--- src/rtl/syzygy_adc_dco_pkg.sv ---
// Shared types and default timing constants for the ADC DCO MMCM controller.
package syzygy_adc_dco_pkg;

    typedef enum logic [2:0] {
        ST_MMCM_RST,
        ST_WAIT_LOCK,
        ST_SETTLE,
        ST_RELEASE,
        ST_RUN,
        ST_PS_WAIT,
        ST_FAULT
    } dco_state_t;

    localparam int DEF_NUM_CHANNELS    = 8;
    localparam int DEF_PHASE_W         = 10;
    localparam int DEF_MMCM_RST_CYCLES = 16;
    localparam int DEF_LOCK_TIMEOUT    = 65535;
    localparam int DEF_SETTLE_CYCLES   = 1024;
    localparam int DEF_PS_TIMEOUT      = 255;

    localparam logic [7:0] LOCK_LOSS_MAX = 8'hFF;

endpackage

--- src/rtl/syzygy_adc_dco_lock_sync.sv ---
// Two-flop synchroniser bringing the asynchronous MMCM LOCKED into the clk domain.
module syzygy_adc_dco_lock_sync (
    input  logic clk,
    input  logic reset,
    input  logic async_in,
    output logic sync_out
);

    (* ASYNC_REG = "TRUE" *) logic meta;
    (* ASYNC_REG = "TRUE" *) logic sync;

    always_ff @(posedge clk or posedge reset) begin
        if (reset) begin
            meta <= 1'b0;
            sync <= 1'b0;
        end else begin
            meta <= async_in;
            sync <= meta;
        end
    end

    assign sync_out = sync;

endmodule

--- src/rtl/syzygy_adc_dco_ctrl.sv ---
// DCO MMCM reset/lock sequencing, staggered ISERDES release and dynamic phase stepping.
// Define SYZYGY_ADC_DCO_AUTO_RELOCK_EN to rerun the reset sequence on lock loss instead of faulting.
module syzygy_adc_dco_ctrl
    import syzygy_adc_dco_pkg::*;
#(
    parameter int NUM_CHANNELS    = DEF_NUM_CHANNELS,
    parameter int PHASE_W         = DEF_PHASE_W,
    parameter int MMCM_RST_CYCLES = DEF_MMCM_RST_CYCLES,
    parameter int LOCK_TIMEOUT    = DEF_LOCK_TIMEOUT,
    parameter int SETTLE_CYCLES   = DEF_SETTLE_CYCLES,
    parameter int PS_TIMEOUT      = DEF_PS_TIMEOUT
) (
    input  logic                      clk,
    input  logic                      reset,
    input  logic                      mmcm_locked,
    output logic                      mmcm_rst,
    output logic                      ps_en,
    output logic                      ps_incdec,
    input  logic                      ps_done,
    input  logic signed [PHASE_W-1:0] phase_target,
    input  logic                      phase_load,
    output logic signed [PHASE_W-1:0] phase_current,
    output logic                      ps_busy,
    output logic [NUM_CHANNELS-1:0]   serdes_rst,
    output logic                      ready,
    output logic                      fault,
    output logic [7:0]                lock_loss_cnt
);

    dco_state_t state, state_next;
    logic [31:0] cnt;
    logic signed [PHASE_W-1:0] target_q;
    logic locked_s;
    logic step_issue, step_done, lock_lost, ps_timeout;

    syzygy_adc_dco_lock_sync u_lock_sync (
        .clk      (clk),
        .reset    (reset),
        .async_in (mmcm_locked),
        .sync_out (locked_s)
    );

    always_ff @(posedge clk or posedge reset) begin
        if (reset) begin
            state <= ST_MMCM_RST;
        end else begin
            state <= state_next;
        end
    end

    always_comb begin
        state_next = state;
        mmcm_rst   = 1'b0;
        serdes_rst = '1;
        ready      = 1'b0;
        step_issue = 1'b0;
        step_done  = 1'b0;
        lock_lost  = 1'b0;
        ps_timeout = 1'b0;
        case (state)
            ST_MMCM_RST: begin
                mmcm_rst = 1'b1;
                if (cnt == 32'(MMCM_RST_CYCLES - 1)) state_next = ST_WAIT_LOCK;
            end
            ST_WAIT_LOCK: begin
                if (locked_s) state_next = ST_SETTLE;
                else if (cnt == 32'(LOCK_TIMEOUT - 1)) state_next = ST_MMCM_RST;
            end
            ST_SETTLE: begin
                // The WAIT_LOCK cycle that saw lock counts as the first settle cycle.
                if (!locked_s) state_next = ST_WAIT_LOCK;
                else if (cnt >= 32'(SETTLE_CYCLES - 1)) state_next = ST_RELEASE;
            end
            ST_RELEASE: begin
                if (!locked_s) begin
                    state_next = ST_WAIT_LOCK;
                end else begin
                    for (int i = 0; i < NUM_CHANNELS; i++) serdes_rst[i] = (cnt < 32'(i));
                    if (cnt == 32'(NUM_CHANNELS - 1)) state_next = ST_RUN;
                end
            end
            ST_RUN: begin
                if (!locked_s) begin
                    lock_lost = 1'b1;
                end else begin
                    serdes_rst = '0;
                    ready      = 1'b1;
                    if (phase_current != target_q) begin
                        step_issue = 1'b1;
                        state_next = ST_PS_WAIT;
                    end
                end
            end
            ST_PS_WAIT: begin
                if (!locked_s) begin
                    lock_lost = 1'b1;
                end else begin
                    serdes_rst = '0;
                    ready      = 1'b1;
                    if (ps_done) begin
                        step_done  = 1'b1;
                        state_next = ST_RUN;
                    end else if (cnt == 32'(PS_TIMEOUT - 1)) begin
                        ps_timeout = 1'b1;
                        state_next = ST_FAULT;
                    end
                end
            end
            default: ;
        endcase
        if (lock_lost) begin
`ifdef SYZYGY_ADC_DCO_AUTO_RELOCK_EN
            state_next = ST_MMCM_RST;
`else
            state_next = ST_FAULT;
`endif
        end
    end

    // Per-state cycle counter; SETTLE starts at 1 to credit the cycle lock was first seen.
    always_ff @(posedge clk or posedge reset) begin
        if (reset) begin
            cnt <= '0;
        end else if (state_next != state) begin
            cnt <= (state_next == ST_SETTLE) ? 32'd1 : 32'd0;
        end else begin
            cnt <= cnt + 32'd1;
        end
    end

    always_ff @(posedge clk or posedge reset) begin
        if (reset) begin
            ps_en         <= 1'b0;
            ps_incdec     <= 1'b0;
            phase_current <= '0;
            target_q      <= '0;
            fault         <= 1'b0;
            lock_loss_cnt <= '0;
        end else begin
            ps_en <= step_issue;
            if (step_issue) ps_incdec <= (target_q > phase_current);
            // An MMCM reset discards its dynamic phase, so the tracked offset follows.
            if (state == ST_MMCM_RST) begin
                phase_current <= '0;
            end else if (step_done) begin
                phase_current <= ps_incdec ? phase_current + PHASE_W'(1)
                                           : phase_current - PHASE_W'(1);
            end
            if (phase_load) target_q <= phase_target;
            if (lock_lost && lock_loss_cnt != LOCK_LOSS_MAX) lock_loss_cnt <= lock_loss_cnt + 8'd1;
`ifdef SYZYGY_ADC_DCO_AUTO_RELOCK_EN
            if (ps_timeout) fault <= 1'b1;
`else
            if (ps_timeout || lock_lost) fault <= 1'b1;
`endif
        end
    end

    assign ps_busy = (phase_current != target_q) || (state == ST_PS_WAIT);

endmodule

--- config.mk ---
export PLATFORM = sky130hd
export DESIGN_NAME = syzygy_adc_dco_ctrl
export DESIGN_NICKNAME = d
export VERILOG_FILES = /design/src/rtl/syzygy_adc_dco_pkg.sv /design/src/rtl/syzygy_adc_dco_lock_sync.sv /design/src/rtl/syzygy_adc_dco_ctrl.sv
export SDC_FILE = /design/constraint.sdc
export NUM_CORES = 1
export LEC_CHECK = 0
export ABC_CLOCK_PERIOD_IN_PS = 5000
export BUFFER_PORTS_ARGS = -buffer_cell sky130_fd_sc_hd__buf_2
export CAP_MARGIN = 15
export CORE_MARGIN = 2
export CORE_UTILIZATION = 32
export CTS_CLUSTER_DIAMETER = 100
export DETAILED_ROUTE_END_ITERATION = 16
export PLACE_DENSITY = 0.47
export SYNTH_ARGS = -nofsm -noshare
export SYNTH_HDL_FRONTEND = slang
export SYNTH_SLANG_ARGS = --single-unit
--- constraint.sdc ---
create_clock -name clk -period 5 [get_ports clk]
set_clock_uncertainty 0.2 [all_clocks]
set_input_delay 0.75 -clock clk [delete_from_list [all_inputs] [get_ports clk]]
set_output_delay 0.75 -clock clk [all_outputs]
set_load 0.02 [all_outputs]
==> impl_table.tex <==
\begin{tabular}{lr}
\hline
Metric & Value \\
\hline
\multicolumn{2}{l}{\textbf{Yosys}} \\
Most used flip-flop cell after synthesis & sky130\_fd\_sc\_hd\_\_dfrtp\_1 \\
Netlist area before placement & slightly below 0.004 mm\^{}2 \\
Proportion of register bits with asynchronous set or reset after synthesis & between 90\% and 100\% \\
Synthesized netlist net count & 450 \\
Distinct cell type count after synthesis & 46 \\
Synth Register Bits & 68 \\
Post-Syn Instances & 412 \\
Synthesized area divided by synthesized cell count & around 9.4 um\^{}2 \\
Yosys top cell area share & 44.0\% \\
Ys Warns & 0 \\
Seq/Total Area, Yosys & a little over two fifths \\
Main area contributors after synthesis & sky130\_fd\_sc\_hd\_\_dfrtp\_1 44\%, sky130\_fd\_sc\_hd\_\_ha\_1 7.1\%, sky130\_fd\_sc\_hd\_\_xor2\_1 6.1\% \\
Number of flops mapped to enable cells by yosys & 0 \\
Area leader, netlist & sky130\_fd\_sc\_hd\_\_dfrtp\_1 \\
\multicolumn{2}{l}{\textbf{STA}} \\
Highest attainable clock frequency & roughly 260 MHz \\
Final setup violating endpoints & 0 \\
Setup TNS Final & 0 ps \\
Part of the cycle the worst path needs & about three quarters \\
Min cycle time layout & between 3000 and 4000 ps \\
Count of final hold-check violations & 0 \\
Setup repair after global routing missed its margin & false \\
Slew at the pin closest to its max-slew limit & between 800 and 900 ps \\
Worst hold slack after final layout & 147 ps \\
Number of pins exceeding their max-slew limit in the final report & 0 \\
Relative slew slack & approximately 42\% \\
\multicolumn{2}{l}{\textbf{Hold path}} \\
Cell depth of the worst min-delay path & 0 \\
End point of the most critical hold path & u\_lock\_sync.sync\_out\$\_DFF\_PP0\_ \\
Launch instance of the worst min-delay path & u\_lock\_sync.meta\$\_DFF\_PP0\_ \\
Tightest Hold Check Type & reg2reg \\
\multicolumn{2}{l}{\textbf{Cells and area}} \\
Layout Cell Area excl Fill & approximately 0.0046 mm\^{}2 \\
P\&R area growth vs syn & 17.7\% \\
Number of inserted diodes & 0 \\
Post-layout net count & a little under 500 \\
Finished Core Util & around two fifths \\
Post-route non-filler standard cell count & 609 \\
Fraction of final layout cells sized beyond drive strength 1 & 17.3\% \\
Fillers & approximately 1200 \\
\multicolumn{2}{l}{\textbf{Die}} \\
Area of the core & around 0.012 mm\^{}2 \\
Number of standard-cell rows in the floorplan & 40 \\
Count of boundary I/O pins & between 40 and 50 \\
Horizontal die dimension & between 100 and 150 um \\
Die outline area & 0.0130 mm\^{}2 \\
Initial standard-cell utilization of the core & 32.5\% \\
Overall die height & $\sim$110 um \\
\multicolumn{2}{l}{\textbf{Critical path}} \\
Cell mode on critical path & sky130\_fd\_sc\_hd\_\_nor4\_1 \\
Largest fanout of any net on the critical path & 6 \\
Maximum cell stage delay along the critical path & roughly 490 ps \\
Crit path launch & cnt[19]\$\_DFF\_PP0\_ \\
Startpoint type of the worst setup path & flop \\
Launch instance of the worst register-to-register path & cnt[19]\$\_DFF\_PP0\_ \\
Crit-path cells & nor4\_1 > nand4\_1 > nor4\_1 > nand2\_1 > or2\_2 > o21ai\_0 > buf\_2 \\
Setup CP Type & reg2out \\
Buf/Inv on CP & 1 \\
Endpoint kind of the worst setup timing path & output port \\
Arr. time, crit path & between 2000 and 3000 ps \\
Slowest-stage cell, CP & sky130\_fd\_sc\_hd\_\_nor4\_1 \\
Worst setup slack for register-to-register paths & $\sim$1900 ps \\
Endpoint of the worst register-to-register path & cnt[13]\$\_DFF\_PP0\_ \\
Critical path's top delay family & simple AND/OR/NAND/NOR gates \\
Data required time at the worst endpoint & a little over 4000 ps \\
FF-to-FF path depth & 6 \\
\multicolumn{2}{l}{\textbf{Global route}} \\
Initial antenna violation count & 0 \\
Wire length of the first global-routing pass & approximately 15 mm \\
Vias in the first global route & a little over 3000 \\
Tot GR Track Use & 14.3\% \\
Leftover overflow at the end of global routing & 0 \\
Maximum number of pins on one net before global-route repair & 41 \\
\multicolumn{2}{l}{\textbf{Placement}} \\
Half-perimeter wire length of the detailed placement result & roughly 6.2 mm \\
Final Wtd Congestion & approximately 0.76 \\
Number of placed instances, taps included & just under 600 \\
Number of buffers inserted by port buffering & 46 \\
Post-Place Cell Area & 0.00423 mm\^{}2 \\
\multicolumn{2}{l}{\textbf{Run}} \\
Max-capacitance violation count & 0 \\
\multicolumn{2}{l}{\textbf{Outcome}} \\
Run status & completed \\
\multicolumn{2}{l}{\textbf{CTS}} \\
PostCTS Resize Cnt & 0 \\
Post-CTS Setup Repair Bufs & 0 \\
TritonCTS clock tree & built \\
Post-CTS Hold Buffers & 0 \\
Number of levels the H-tree was split into & 3 \\
Number of buffers created by CTS & 9 \\
Clk Tree Root Cell & sky130\_fd\_sc\_hd\_\_clkbuf\_16 \\
Clock latency reported for the late side of the worst-skew pair & between 300 and 400 ps \\
Clock slew seen by the registers of the worst setup and hold paths & approximately 60 ps \\
CTS Sinks & 68 \\
Maximum buffer depth of the clock tree & 2 \\
\multicolumn{2}{l}{\textbf{Route}} \\
DRC & 0 \\
DR WL met2 & slightly above 4 mm \\
DRT iter0 DRCs & 173 \\
Detailed-route wire length & approximately 8.6 mm \\
Antenna-violating nets left & 0 \\
Routed length on met1 & slightly above 4 mm \\
Via count & approximately 3000 \\
Uppermost signal routing layer after detailed routing & met4 \\
Via-per-instance ratio & between 4 and 5 \\
Amount of wire on met3 after detailed routing & approximately 260 um \\
First-pass DRT Iterations & 4 \\
Post-detailed-route wirelength per cell & roughly 14 um \\
\multicolumn{2}{l}{\textbf{Power and ir drop}} \\
Worst VDD drop & about 0.27 mV \\
Power density cells & between 300 and 400 mW/mm\^{}2 \\
Leakage power summed over all cells & $\sim$0.0021 uW \\
\hline
\end{tabular}
==> final cells by class <==
| type | instances | area, um^2 | area share (%) |
|---|---|---|---|
| clock buffers | 10 | 229 | 5.03 |
| clock inverters | 6 | 88.8 | 1.95 |
| inverters | 25 | 93.8 | 2.06 |
| multi-input cells | 306 | 2020 | 44.3 |
| flip-flops and latches | 68 | 1700 | 37.4 |
| well taps | 147 | 184 | 4.04 |
| repair buffers | 47 | 238 | 5.22 |
==> cells in the mapped netlist (8+ instances only) <==
master	instances
sky130_fd_sc_hd__dfrtp_1	68
sky130_fd_sc_hd__nor2_1	45
sky130_fd_sc_hd__nand2_1	33
sky130_fd_sc_hd__nand3_1	28
sky130_fd_sc_hd__xor2_1	27
sky130_fd_sc_hd__inv_1	25
sky130_fd_sc_hd__ha_1	22
sky130_fd_sc_hd__o21ai_0	21
sky130_fd_sc_hd__xnor2_1	18
sky130_fd_sc_hd__a21oi_1	10
sky130_fd_sc_hd__mux2_2	10
sky130_fd_sc_hd__nor4_1	10
sky130_fd_sc_hd__nand4_1	9
sky130_fd_sc_hd__and3_1	8
sky130_fd_sc_hd__clkbuf_1	8
sky130_fd_sc_hd__or3_1	8
==> worst reg2reg max path, delay by kind of cell, from the launching register on <==
kind               cells  cell delay, ps
AOI/OAI and AO/OA      2             500
DFF                    1             420
and+or+nand+nor        4            1930
==> flip-flops by register name (all words and copies together), names as in the netlist <==
name,flops
cnt,32
phase_current,10
target_q,10
lock_loss_cnt,8
state,3
fault,1
ps_en,1
ps_incdec,1
u_lock_sync.meta,1
u_lock_sync.sync_out,1
==> metal layers <==
layer	track usage [%]	up-vias
li1	-	1525
met1	18.3	1454
met2	23.2	43
met3	3.88	8
met4	5.45	0
met5	0	-
==> how the worst max path moves through the flow <==
stage | endpoint | cells after the start
floorplan | serdes_rst[1] | 5
global placement | serdes_rst[2] | 7
detailed placement | serdes_rst[1] | 7
CTS | serdes_rst[1] | 7
global route | serdes_rst[1] | 7
finish | serdes_rst[1] | 7
==> cell usage in the layout, fill, tap and decap left out, drive strengths merged, types with 3 or more instances in the layout <==
cell type	n
ha	22
a21oi	10
nand2b	4
nor2b	6
nand2	33
xor2	27
nor3	6
xnor2	18
nand3	28
a31oi	4
or3	9
buf	47
nor4	10
and2	3
inv	25
a21o	4
or2	3
dfrtp	68
o21ai	21
nand4	9
clkbuf	10
and3	8
nor2	45
mux2	10
==> per-stage QoR <==
step	worst slack, ps	power (uW)
6_report	1220	1690
5_1_grt	1080	1800
4_1_cts	1250	1710
3_5_place_dp	1610	1020
3_3_place_gp	1740	1030
2_1_floorplan	1780	927
==> kinds of logic (layout without fill, tap and decap cells) <==
| group | after synthesis | after routing | synth area share [%] |
|---|---|---|---|
| mux | 11 | 11 | 3.17 |
| simple gates | 169 | 169 | 21.6 |
| compound gates | 58 | 58 | 9.58 |
| fa+ha+maj | 23 | 23 | 7.63 |
| xor+xnor | 45 | 45 | 10.2 |
| flops | 68 | 68 | 44.0 |
| buf+inv | 38 | 88 | 3.85 |
==> power breakdown <==
group / total (uW) / switching, uW / internal, uW
logic: 372 / 241 / 131
clock network: 681 / 244 / 436
registers: 637 / 52.4 / 585
Power figures use the tool's default switching activity.
